**config.mk**
```make
export PLATFORM = sky130hd
export DESIGN_NAME = alu_addsub_seq
export DESIGN_NICKNAME = d
export VERILOG_FILES = /design/src/rtl/alu_addsub_seq.sv
export SDC_FILE = /design/constraint.sdc
export NUM_CORES = 1
export LEC_CHECK = 0
export ABC_AREA = 1
export BUFFER_PORTS_ARGS = -buffer_cell sky130_fd_sc_hd__buf_2
export CAP_MARGIN = 0
export CORE_MARGIN = 4
export CORE_UTILIZATION = 55
export DETAILED_ROUTE_END_ITERATION = 16
export PLACE_DENSITY = 0.8
export SLEW_MARGIN = 0
export SYNTH_ARGS = -nofsm -noshare
export SYNTH_HDL_FRONTEND = slang
export SYNTH_SLANG_ARGS = --single-unit
```
**constraint.sdc**
```tcl
create_clock -name clk -period 5.7 [get_ports clk]
set_clock_uncertainty 0.15 [all_clocks]
set_input_delay 0.855 -clock clk [delete_from_list [all_inputs] [get_ports clk]]
set_output_delay 0.855 -clock clk [all_outputs]
set_load 0.005 [all_outputs]
```
**src/rtl/alu_addsub_seq.sv**
```systemverilog
// Multi-cycle add/subtract unit: CHUNK bits per clock with a registered carry,
// start/busy/done handshake, and carry/overflow/zero flags on the final result.
module alu_addsub_seq #(
  parameter int WIDTH = 32,
  parameter int CHUNK = 8
) (
  input  logic             clk,
  input  logic             rst_n,
  input  logic             start,
  input  logic             mode,
  input  logic [WIDTH-1:0] A,
  input  logic [WIDTH-1:0] B,
  output logic [WIDTH-1:0] Sum,
  output logic             cOut,
  output logic             overflow,
  output logic             zero,
  output logic             busy,
  output logic             done
);

  localparam int NCHUNK = WIDTH / CHUNK;
  localparam int IDX_W  = (NCHUNK > 1) ? $clog2(NCHUNK) : 1;
  localparam logic [IDX_W-1:0] LAST_IDX = IDX_W'(NCHUNK - 1);

  typedef enum logic [1:0] {IDLE, RUN, DONE} state_t;

  state_t           state_q, state_d;
  logic [IDX_W-1:0] idx_q, idx_d;
  logic [WIDTH-1:0] opa_q, opa_d;
  logic [WIDTH-1:0] opb_q, opb_d;
  logic [WIDTH-1:0] sum_q, sum_d;
  logic             carry_q, carry_d;
  logic             cout_q, cout_d;
  logic             ovf_q, ovf_d;
  logic             zero_q, zero_d;
  logic [CHUNK:0]   chunk_res;

  function automatic logic [CHUNK-1:0] get_chunk(input logic [WIDTH-1:0] vec,
                                                 input logic [IDX_W-1:0] idx);
    return CHUNK'(vec >> (int'(idx) * CHUNK));
  endfunction

  // Replace only chunk idx; every other bit of vec passes through untouched.
  function automatic logic [WIDTH-1:0] put_chunk(input logic [WIDTH-1:0] vec,
                                                 input logic [IDX_W-1:0] idx,
                                                 input logic [CHUNK-1:0] val);
    logic [WIDTH-1:0] mask;
    int               sh;
    sh   = int'(idx) * CHUNK;
    mask = WIDTH'({CHUNK{1'b1}}) << sh;
    return (vec & ~mask) | (WIDTH'(val) << sh);
  endfunction

  function automatic logic [CHUNK:0] add_chunk(input logic [CHUNK-1:0] a,
                                               input logic [CHUNK-1:0] b,
                                               input logic             cin);
    return {1'b0, a} + {1'b0, b} + (CHUNK+1)'(cin);
  endfunction

  always_comb begin
    state_d   = state_q;
    idx_d     = idx_q;
    opa_d     = opa_q;
    opb_d     = opb_q;
    sum_d     = sum_q;
    carry_d   = carry_q;
    cout_d    = cout_q;
    ovf_d     = ovf_q;
    zero_d    = zero_q;
    chunk_res = add_chunk(get_chunk(opa_q, idx_q), get_chunk(opb_q, idx_q), carry_q);

    case (state_q)
      IDLE, DONE: begin
        if (start) begin
          // Subtract is A + ~B + 1: invert B here and seed the carry with mode.
          opa_d   = A;
          opb_d   = mode ? ~B : B;
          carry_d = mode;
          idx_d   = '0;
          state_d = RUN;
        end else begin
          state_d = IDLE;
        end
      end
      RUN: begin
        sum_d   = put_chunk(sum_q, idx_q, chunk_res[CHUNK-1:0]);
        carry_d = chunk_res[CHUNK];
        idx_d   = idx_q + 1'b1;
        if (idx_q == LAST_IDX) begin
          cout_d  = chunk_res[CHUNK];
          ovf_d   = (opa_q[WIDTH-1] == opb_q[WIDTH-1]) &&
                    (sum_d[WIDTH-1] != opa_q[WIDTH-1]);
          zero_d  = (sum_d == '0);
          idx_d   = '0;
          state_d = DONE;
        end
      end
      default: state_d = IDLE;
    endcase
  end

  always_ff @(posedge clk or negedge rst_n) begin
    if (!rst_n) begin
      state_q <= IDLE;
      idx_q   <= '0;
      sum_q   <= '0;
      cout_q  <= 1'b0;
      ovf_q   <= 1'b0;
      zero_q  <= 1'b0;
    end else begin
      state_q <= state_d;
      idx_q   <= idx_d;
      sum_q   <= sum_d;
      cout_q  <= cout_d;
      ovf_q   <= ovf_d;
      zero_q  <= zero_d;
    end
  end

  // Operand and carry registers are always reloaded on start, so they need no reset.
  always_ff @(posedge clk) begin
    opa_q   <= opa_d;
    opb_q   <= opb_d;
    carry_q <= carry_d;
  end

  assign Sum      = sum_q;
  assign cOut     = cout_q;
  assign overflow = ovf_q;
  assign zero     = zero_q;
  assign busy     = (state_q == RUN);
  assign done     = (state_q == DONE);

endmodule
```
# Yosys cells after proc, flatten, opt, wreduce, memory -nomap -nowiden
# Cells that the tools add are included.
# word_totals
latch_bits	0
ram_bits	0
ff_bits	104
romBits	0
out_inout_bits	37
elab_cells	44
input_bits	68
n_memories	0
# op_classes
n_shift	4
muxes	9
div	0
order_cmp	0
n_eq_ne	7
mul	0
add_sub_neg	3
bitwise	4
n_reduce_logical	8
# ops
operator	count
inverter 32 bit	2
right shift 32 x 5 -> 8 bit	2
bitwise AND 32 bit	1
logical NOT 32 bit	1
two-way mux 32 bit	1
OR 32 bit	1
left shift 8 x 5 -> 32 bit	1
left shift 8 x 5 -> 32 bit, first input constant	1
adder 8 x 8 -> 9 bit	1
adder 9 x 1 -> 9 bit	1
case mux 2 bit (2 select lines)	2
two-way mux 2 bit	3
AND reduction 2 bit	3
== test 2 bit, second input constant	2
adder 2 x 1 -> 2 bit, second input constant	1
== test 2 x 1 -> 1 bit, second input constant	1
logical NOT 2 bit	1
two-way mux 1 bit	2
!= test 2 x 1 -> 1 bit, second input constant	1
!= test 2 bit, second input constant	1
case mux 1 bit (2 select lines)	1
nonzero test 2 bit	1
OR reduction 2 bit	1
== test 1 bit	1
other kinds (2)	2

# Longest topological paths before layout
# depth
word_depth	7
depth_mapped	23
ltp_nobuf	20

# Least setup slack after synthesis
# Ideal clock, no wire load.
# synth_timing
path_kind	input port to flip-flop
start	in start
end	reg opa_q[0] (enable)
t_required_ps	5062
arrival_time_ps	3598
setup_ps	488
cell_stages	2
n_path_buf	0
slack_ps	1464
path_cell_list	inv_1 nor2_1
# synth_via
elab_chain_cells	1
# synth_rtl
item	line_no	source
start: declaration	9	input logic start,
AND reduction 2 bit (no source line)	--	
end signal: assignment	122	opa_q <= opa_d;
end: declaration	29	logic [WIDTH-1:0] opa_q, opa_d;
# No other way between the ends.
# A chain may end at the register's enable or synchronous reset.

# Worst setup path in the final report
# layout_timing
start	reg idx_q[0]
end	reg zero_q (netlist: zero)
# layout_via
elab_chain_cells	6
elab_cells_between_ends	12
classes_between	add/sub (2); eq/ne (1); shift (4); bitwise (3); reduce/logical (2)
# layout_rtl
item	line_no	source
start: declaration	28	logic [IDX_W-1:0] idx_q, idx_d;
start signal: assignment	112	idx_q <= idx_d;
right shift 32 x 5 -> 8 bit	40	return CHUNK'(vec >> (int'(idx) * CHUNK));
adder 8 x 8 -> 9 bit	57	return {1'b0, a} + {1'b0, b} + (CHUNK+1)'(cin);
adder 9 x 1 -> 9 bit	57	
left shift 8 x 5 -> 32 bit	51	return (vec & ~mask) | (WIDTH'(val) << sh);
OR 32 bit	51	
logical NOT 32 bit	93	zero_d = (sum_d == '0);
end signal: assignment	116	zero_q <= zero_d;
end: declaration	35	logic zero_q, zero_d;
# Parallel ways exist; a longest one is shown, timed or not.

==> impl_results.html <==
<table>
<tr><th>Metric</th><th>Value</th></tr>
<tr><th colspan="2">GRT</th></tr>
<tr><td>Vias in the first global route</td><td>4136</td></tr>
<tr><td>First-pass GRT wire length</td><td>19.60 mm</td></tr>
<tr><td>Global route overflow</td><td>0</td></tr>
<tr><td>Total routing resource utilization after global routing</td><td>0.2193</td></tr>
<tr><td>Largest net degree at the start of global routing</td><td>65</td></tr>
<tr><td>Antenna violations before repair</td><td>0</td></tr>
<tr><th colspan="2">Setup path</th></tr>
<tr><td>Critical path cell sequence</td><td>inv_1 &gt; o21ai_0 &gt; o22ai_1 &gt; fa_1 &gt; inv_1 &gt; fa_1 &gt; inv_1 &gt; nand3_1 &gt; o21ai_0 &gt; nor2_1 &gt; nand2_1 &gt; nor2_1 &gt; nand3_1 &gt; nor2_1 &gt; nand3_1 &gt; nor2_1 &gt; nand2_1 &gt; nand2_1</td></tr>
<tr><td>CP peak stage delay</td><td>660 ps</td></tr>
<tr><td>Cell repeated most along the worst path</td><td>sky130_fd_sc_hd__nor2_1</td></tr>
<tr><td>Start-to-end type of the worst setup path</td><td>flip-flop to flip-flop</td></tr>
<tr><td>Cell family with most CP delay</td><td>buffers and inverters</td></tr>
<tr><td>Crit. End Element</td><td>flip-flop</td></tr>
<tr><td>Startpoint type of the worst setup path</td><td>flip-flop</td></tr>
<tr><td>Data required time at the worst endpoint</td><td>5850 ps</td></tr>
<tr><td>Standard cell with the maximum stage delay on the critical path</td><td>sky130_fd_sc_hd__inv_1</td></tr>
<tr><td>Buf+Inv Stages, Crit Path</td><td>3</td></tr>
<tr><td>Data arrival time of the worst path</td><td>3660 ps</td></tr>
<tr><td>CP max FO</td><td>33</td></tr>
<tr><th colspan="2">Logic synthesis</th></tr>
<tr><td>Synth cell types</td><td>26</td></tr>
<tr><td>Top post-synthesis cells by area</td><td>sky130_fd_sc_hd__edfxtp_1 (38%), sky130_fd_sc_hd__dfrtp_1 (19%), sky130_fd_sc_hd__nand2_1 (8.0%)</td></tr>
<tr><td>Number of flops mapped to enable cells by yosys</td><td>65</td></tr>
<tr><td>Asr flop ratio synth</td><td>0.3750</td></tr>
<tr><td>Share of Yosys cell area claimed by the top area cell type</td><td>0.3808</td></tr>
<tr><td>Count of yosys warnings during synthesis</td><td>0</td></tr>
<tr><td>Cell area after synthesis</td><td>5126 µm²</td></tr>
<tr><td>Post-Syn Instances</td><td>537</td></tr>
<tr><td>Library cell occupying the most area in the post-synthesis netlist</td><td>sky130_fd_sc_hd__edfxtp_1</td></tr>
<tr><td>Post-synth top flop</td><td>sky130_fd_sc_hd__edfxtp_1</td></tr>
<tr><td>Most common cell in the netlist</td><td>sky130_fd_sc_hd__nand2_1</td></tr>
<tr><td>Flop and latch count out of synthesis</td><td>104</td></tr>
<tr><td>Number of nets produced by synthesis</td><td>618</td></tr>
<tr><td>Portion of the post-synthesis area used by sequential elements</td><td>0.5711</td></tr>
<tr><td>Syn Area/Cell</td><td>9.546 µm²</td></tr>
<tr><td>Most frequent cells after synthesis</td><td>sky130_fd_sc_hd__nand2_1 (109), sky130_fd_sc_hd__nor2_1 (71), sky130_fd_sc_hd__edfxtp_1 (65), sky130_fd_sc_hd__o21ai_0 (54), sky130_fd_sc_hd__dfrtp_1 (39)</td></tr>
<tr><th colspan="2">Floorplanning</th></tr>
<tr><td>Effective utilization at floorplan</td><td>0.5766</td></tr>
<tr><td>Core ar.</td><td>8891 µm²</td></tr>
<tr><td>Vert. Die Dim</td><td>104.5 µm</td></tr>
<tr><td>Count of standard-cell rows</td><td>34</td></tr>
<tr><td>Die W</td><td>104.5 µm</td></tr>
<tr><td>Total I/O pin count</td><td>105</td></tr>
<tr><td>Area of the die</td><td>10930 µm²</td></tr>
<tr><th colspan="2">Drt</th></tr>
<tr><td>DR DRC count</td><td>0</td></tr>
<tr><td>Count of nets left with antenna violations after detail routing</td><td>0</td></tr>
<tr><td>Detailed Route Iter0 Violations</td><td>225</td></tr>
<tr><td>Number of detailed-route iterations in the first pass</td><td>7</td></tr>
<tr><td>Vias per inst</td><td>5.452</td></tr>
<tr><td>Vias after detailed routing</td><td>4056</td></tr>
<tr><td>Routed length per instance</td><td>15.76 µm</td></tr>
<tr><td>Final routed wirelength across all metal layers</td><td>11.72 mm</td></tr>
<tr><th colspan="2">STA</th></tr>
<tr><td>Final worst setup slack</td><td>2188 ps</td></tr>
<tr><td>Actual transition at the worst max-transition pin</td><td>909.9 ps</td></tr>
<tr><td>Time the worst path needs with I/O delays and setup</td><td>3512 ps</td></tr>
<tr><td>Maximum operating frequency</td><td>0.2848 GHz</td></tr>
<tr><td>Aggregate negative setup slack</td><td>0 ps</td></tr>
<tr><td>Final-report setup violation count</td><td>0</td></tr>
<tr><td>Count of pins over their slew limit</td><td>0</td></tr>
<tr><td>Unrepaired setup endpoints after global routing</td><td>no</td></tr>
<tr><td>Max-Slew Margin vs Limit</td><td>0.3927</td></tr>
<tr><td>Final Hold Fails</td><td>0</td></tr>
<tr><td>Portion of the clock cycle consumed by the worst path in the final layout</td><td>0.6161</td></tr>
<tr><th colspan="2">Power and ir drop</th></tr>
<tr><td>Worst ir drop on vdd</td><td>0.2434 mV</td></tr>
<tr><td>Reported leakage power</td><td>2.669 nW</td></tr>
<tr><td>Power density over the cells</td><td>625.7 nW/µm²</td></tr>
<tr><th colspan="2">Placed design</th></tr>
<tr><td>Input/output buffers</td><td>104</td></tr>
<tr><td>RD Place Congestion</td><td>0.8769</td></tr>
<tr><td>Setup Slack @ Placement</td><td>2231 ps</td></tr>
<tr><td>HPWL after DPL</td><td>8.471 mm</td></tr>
<tr><th colspan="2">Finish</th></tr>
<tr><td>Area overhead of the layout relative to synthesis</td><td>15.04%</td></tr>
<tr><td>Layout Nets</td><td>712</td></tr>
<tr><td>Final core occ</td><td>0.6632</td></tr>
<tr><td>Proportion of layout cells with a drive suffix above 1</td><td>0.2044</td></tr>
<tr><td>Diode insertion count for antenna repair</td><td>0</td></tr>
<tr><th colspan="2">Run status</th></tr>
<tr><td>Run status</td><td>completed</td></tr>
<tr><th colspan="2">Clocking</th></tr>
<tr><td>Maximum level of the CTS H-tree</td><td>3</td></tr>
<tr><td>Post-CTS setup-driven buffer insertion count</td><td>0</td></tr>
<tr><td>Clock-pin slew of the registers on the worst-case setup and hold paths</td><td>100 ps</td></tr>
<tr><td>Number of sinks driven by the clock tree</td><td>104</td></tr>
<tr><td>Maximum number of buffers from clock root to sink</td><td>2</td></tr>
<tr><td>Number of buffers added to fix hold violations after cts</td><td>0</td></tr>
<tr><td>Clk Tree Root Cell</td><td>sky130_fd_sc_hd__clkbuf_8</td></tr>
<tr><td>Later-pin clock latency in the skew report</td><td>370 ps</td></tr>
<tr><td>Clock tree from TritonCTS</td><td>yes</td></tr>
<tr><td>Num CTS Buffers</td><td>9</td></tr>
<tr><td>Post-cts gate resize count</td><td>0</td></tr>
<tr><th colspan="2">Flow run</th></tr>
<tr><td>Max-cap check violation count</td><td>0</td></tr>
<tr><th colspan="2">Hold path</th></tr>
<tr><td>Kind of path behind the tightest hold check</td><td>flip-flop to flip-flop</td></tr>
</table>
## area by class of cell
class | count | area [µm²]
clock inverters | 6 | 57.56
well taps | 108 | 135.1
repair buffers | 109 | 558.0
clock buffers | 10 | 127.6
flip-flops and latches | 104 | 2928
inverters | 39 | 146.4
fillers | 724 | 2994
multi-input cells | 368 | 1944
## cell families after synthesis
group	after synthesis	share of synthesized area
AOI/OAI and AO/OA	97	0.1045
xor gates and xnor gates	32	0.05467
and+or+nand+nor	226	0.1840
adders and majority gates	13	0.03466
DFF	104	0.5712
buffers and inverters	65	0.05101
## worst min-delay path: stages, from the launching register on
cell and delay, ps:
sky130_fd_sc_hd__dfrtp_1 370, sky130_fd_sc_hd__nand2_1 60, sky130_fd_sc_hd__nand2_1 60
## metal layers
layer | global-route usage | part of all wire
met5 | 0 | 0
met4 | 0.07882 | 0.018
met3 | 0.03946 | 0.063
met2 | 0.3722 | 0.49
met1 | 0.2838 | 0.43
## sequential cells by signal, indices dropped and copies added, names as in the netlist
register / count
Sum: 32
opa_q: 32
opb_q: 32
idx_q: 2
state_q: 2
cOut: 1
carry_q: 1
overflow: 1
zero: 1
## metrics by stage
step           hold WS, ps  total power [mW]  cells  area, µm²
4_1_cts              374.4             3.704    744       5897
2_1_floorplan        322.4             2.644    537       5126
6_report             367.0             3.690    744       5897
5_1_grt              387.4             4.063    744       5897
3_5_place_dp         347.0             3.255    728       5712
3_3_place_gp         313.3             3.204    728       5712
## path summary, 6_finish.rpt
kind                           end  slack (ps)     start  cells after the start
setup / recovery              zero        2190  idx_q[0]                     18
hold reg to reg               cOut         370      cOut                      2
min in group asynchronous  Sum[26]         440     rst_n                      1
max in group asynchronous   Sum[5]        4410     rst_n                      1
hold / removal                cOut         370      cOut                      2
setup reg to reg              zero        2190  idx_q[0]                     18
## power by group
part           total (mW)  switching (mW)  internal [mW]  leakage, nW
combinational        2.07            1.38          0.693         1.49
sequential           1.17           0.118           1.05         1.08
clock               0.444           0.273          0.171       0.0957
total                3.69            1.77           1.92         2.67
## placed cells by master (no fill, tap or decap)
cell | Yosys | routed
sky130_fd_sc_hd__o22ai_1 | 17 | 17
sky130_fd_sc_hd__a21oi_1 | 8 | 8
sky130_fd_sc_hd__nand2_1 | 109 | 109
sky130_fd_sc_hd__buf_4 | 0 | 5
sky130_fd_sc_hd__xor2_1 | 32 | 32
sky130_fd_sc_hd__o21ai_0 | 54 | 54
sky130_fd_sc_hd__nor2_4 | 0 | 1
sky130_fd_sc_hd__nand3_1 | 32 | 32
sky130_fd_sc_hd__nand2_2 | 1 | 1
sky130_fd_sc_hd__nand3b_1 | 1 | 1
sky130_fd_sc_hd__nand2_4 | 1 | 1
sky130_fd_sc_hd__nor2_2 | 1 | 1
sky130_fd_sc_hd__a31oi_1 | 15 | 15
sky130_fd_sc_hd__inv_6 | 0 | 3
sky130_fd_sc_hd__nor2_1 | 71 | 70
sky130_fd_sc_hd__clkinv_4 | 0 | 1
sky130_fd_sc_hd__edfxtp_1 | 65 | 65
sky130_fd_sc_hd__clkbuf_1 | 10 | 1
sky130_fd_sc_hd__dfrtp_1 | 39 | 39
sky130_fd_sc_hd__clkbuf_8 | 0 | 9
sky130_fd_sc_hd__a32oi_1 | 2 | 2
sky130_fd_sc_hd__nor2_8 | 1 | 1
sky130_fd_sc_hd__fa_1 | 2 | 2
sky130_fd_sc_hd__inv_2 | 1 | 1
sky130_fd_sc_hd__or2_1 | 1 | 1
sky130_fd_sc_hd__buf_2 | 14 | 104
sky130_fd_sc_hd__ha_1 | 11 | 11
sky130_fd_sc_hd__o21bai_1 | 1 | 1
sky130_fd_sc_hd__inv_1 | 38 | 38
sky130_fd_sc_hd__nand4_1 | 8 | 8
sky130_fd_sc_hd__inv_8 | 0 | 2
Note: power is estimated with default switching activity, not from simulation.
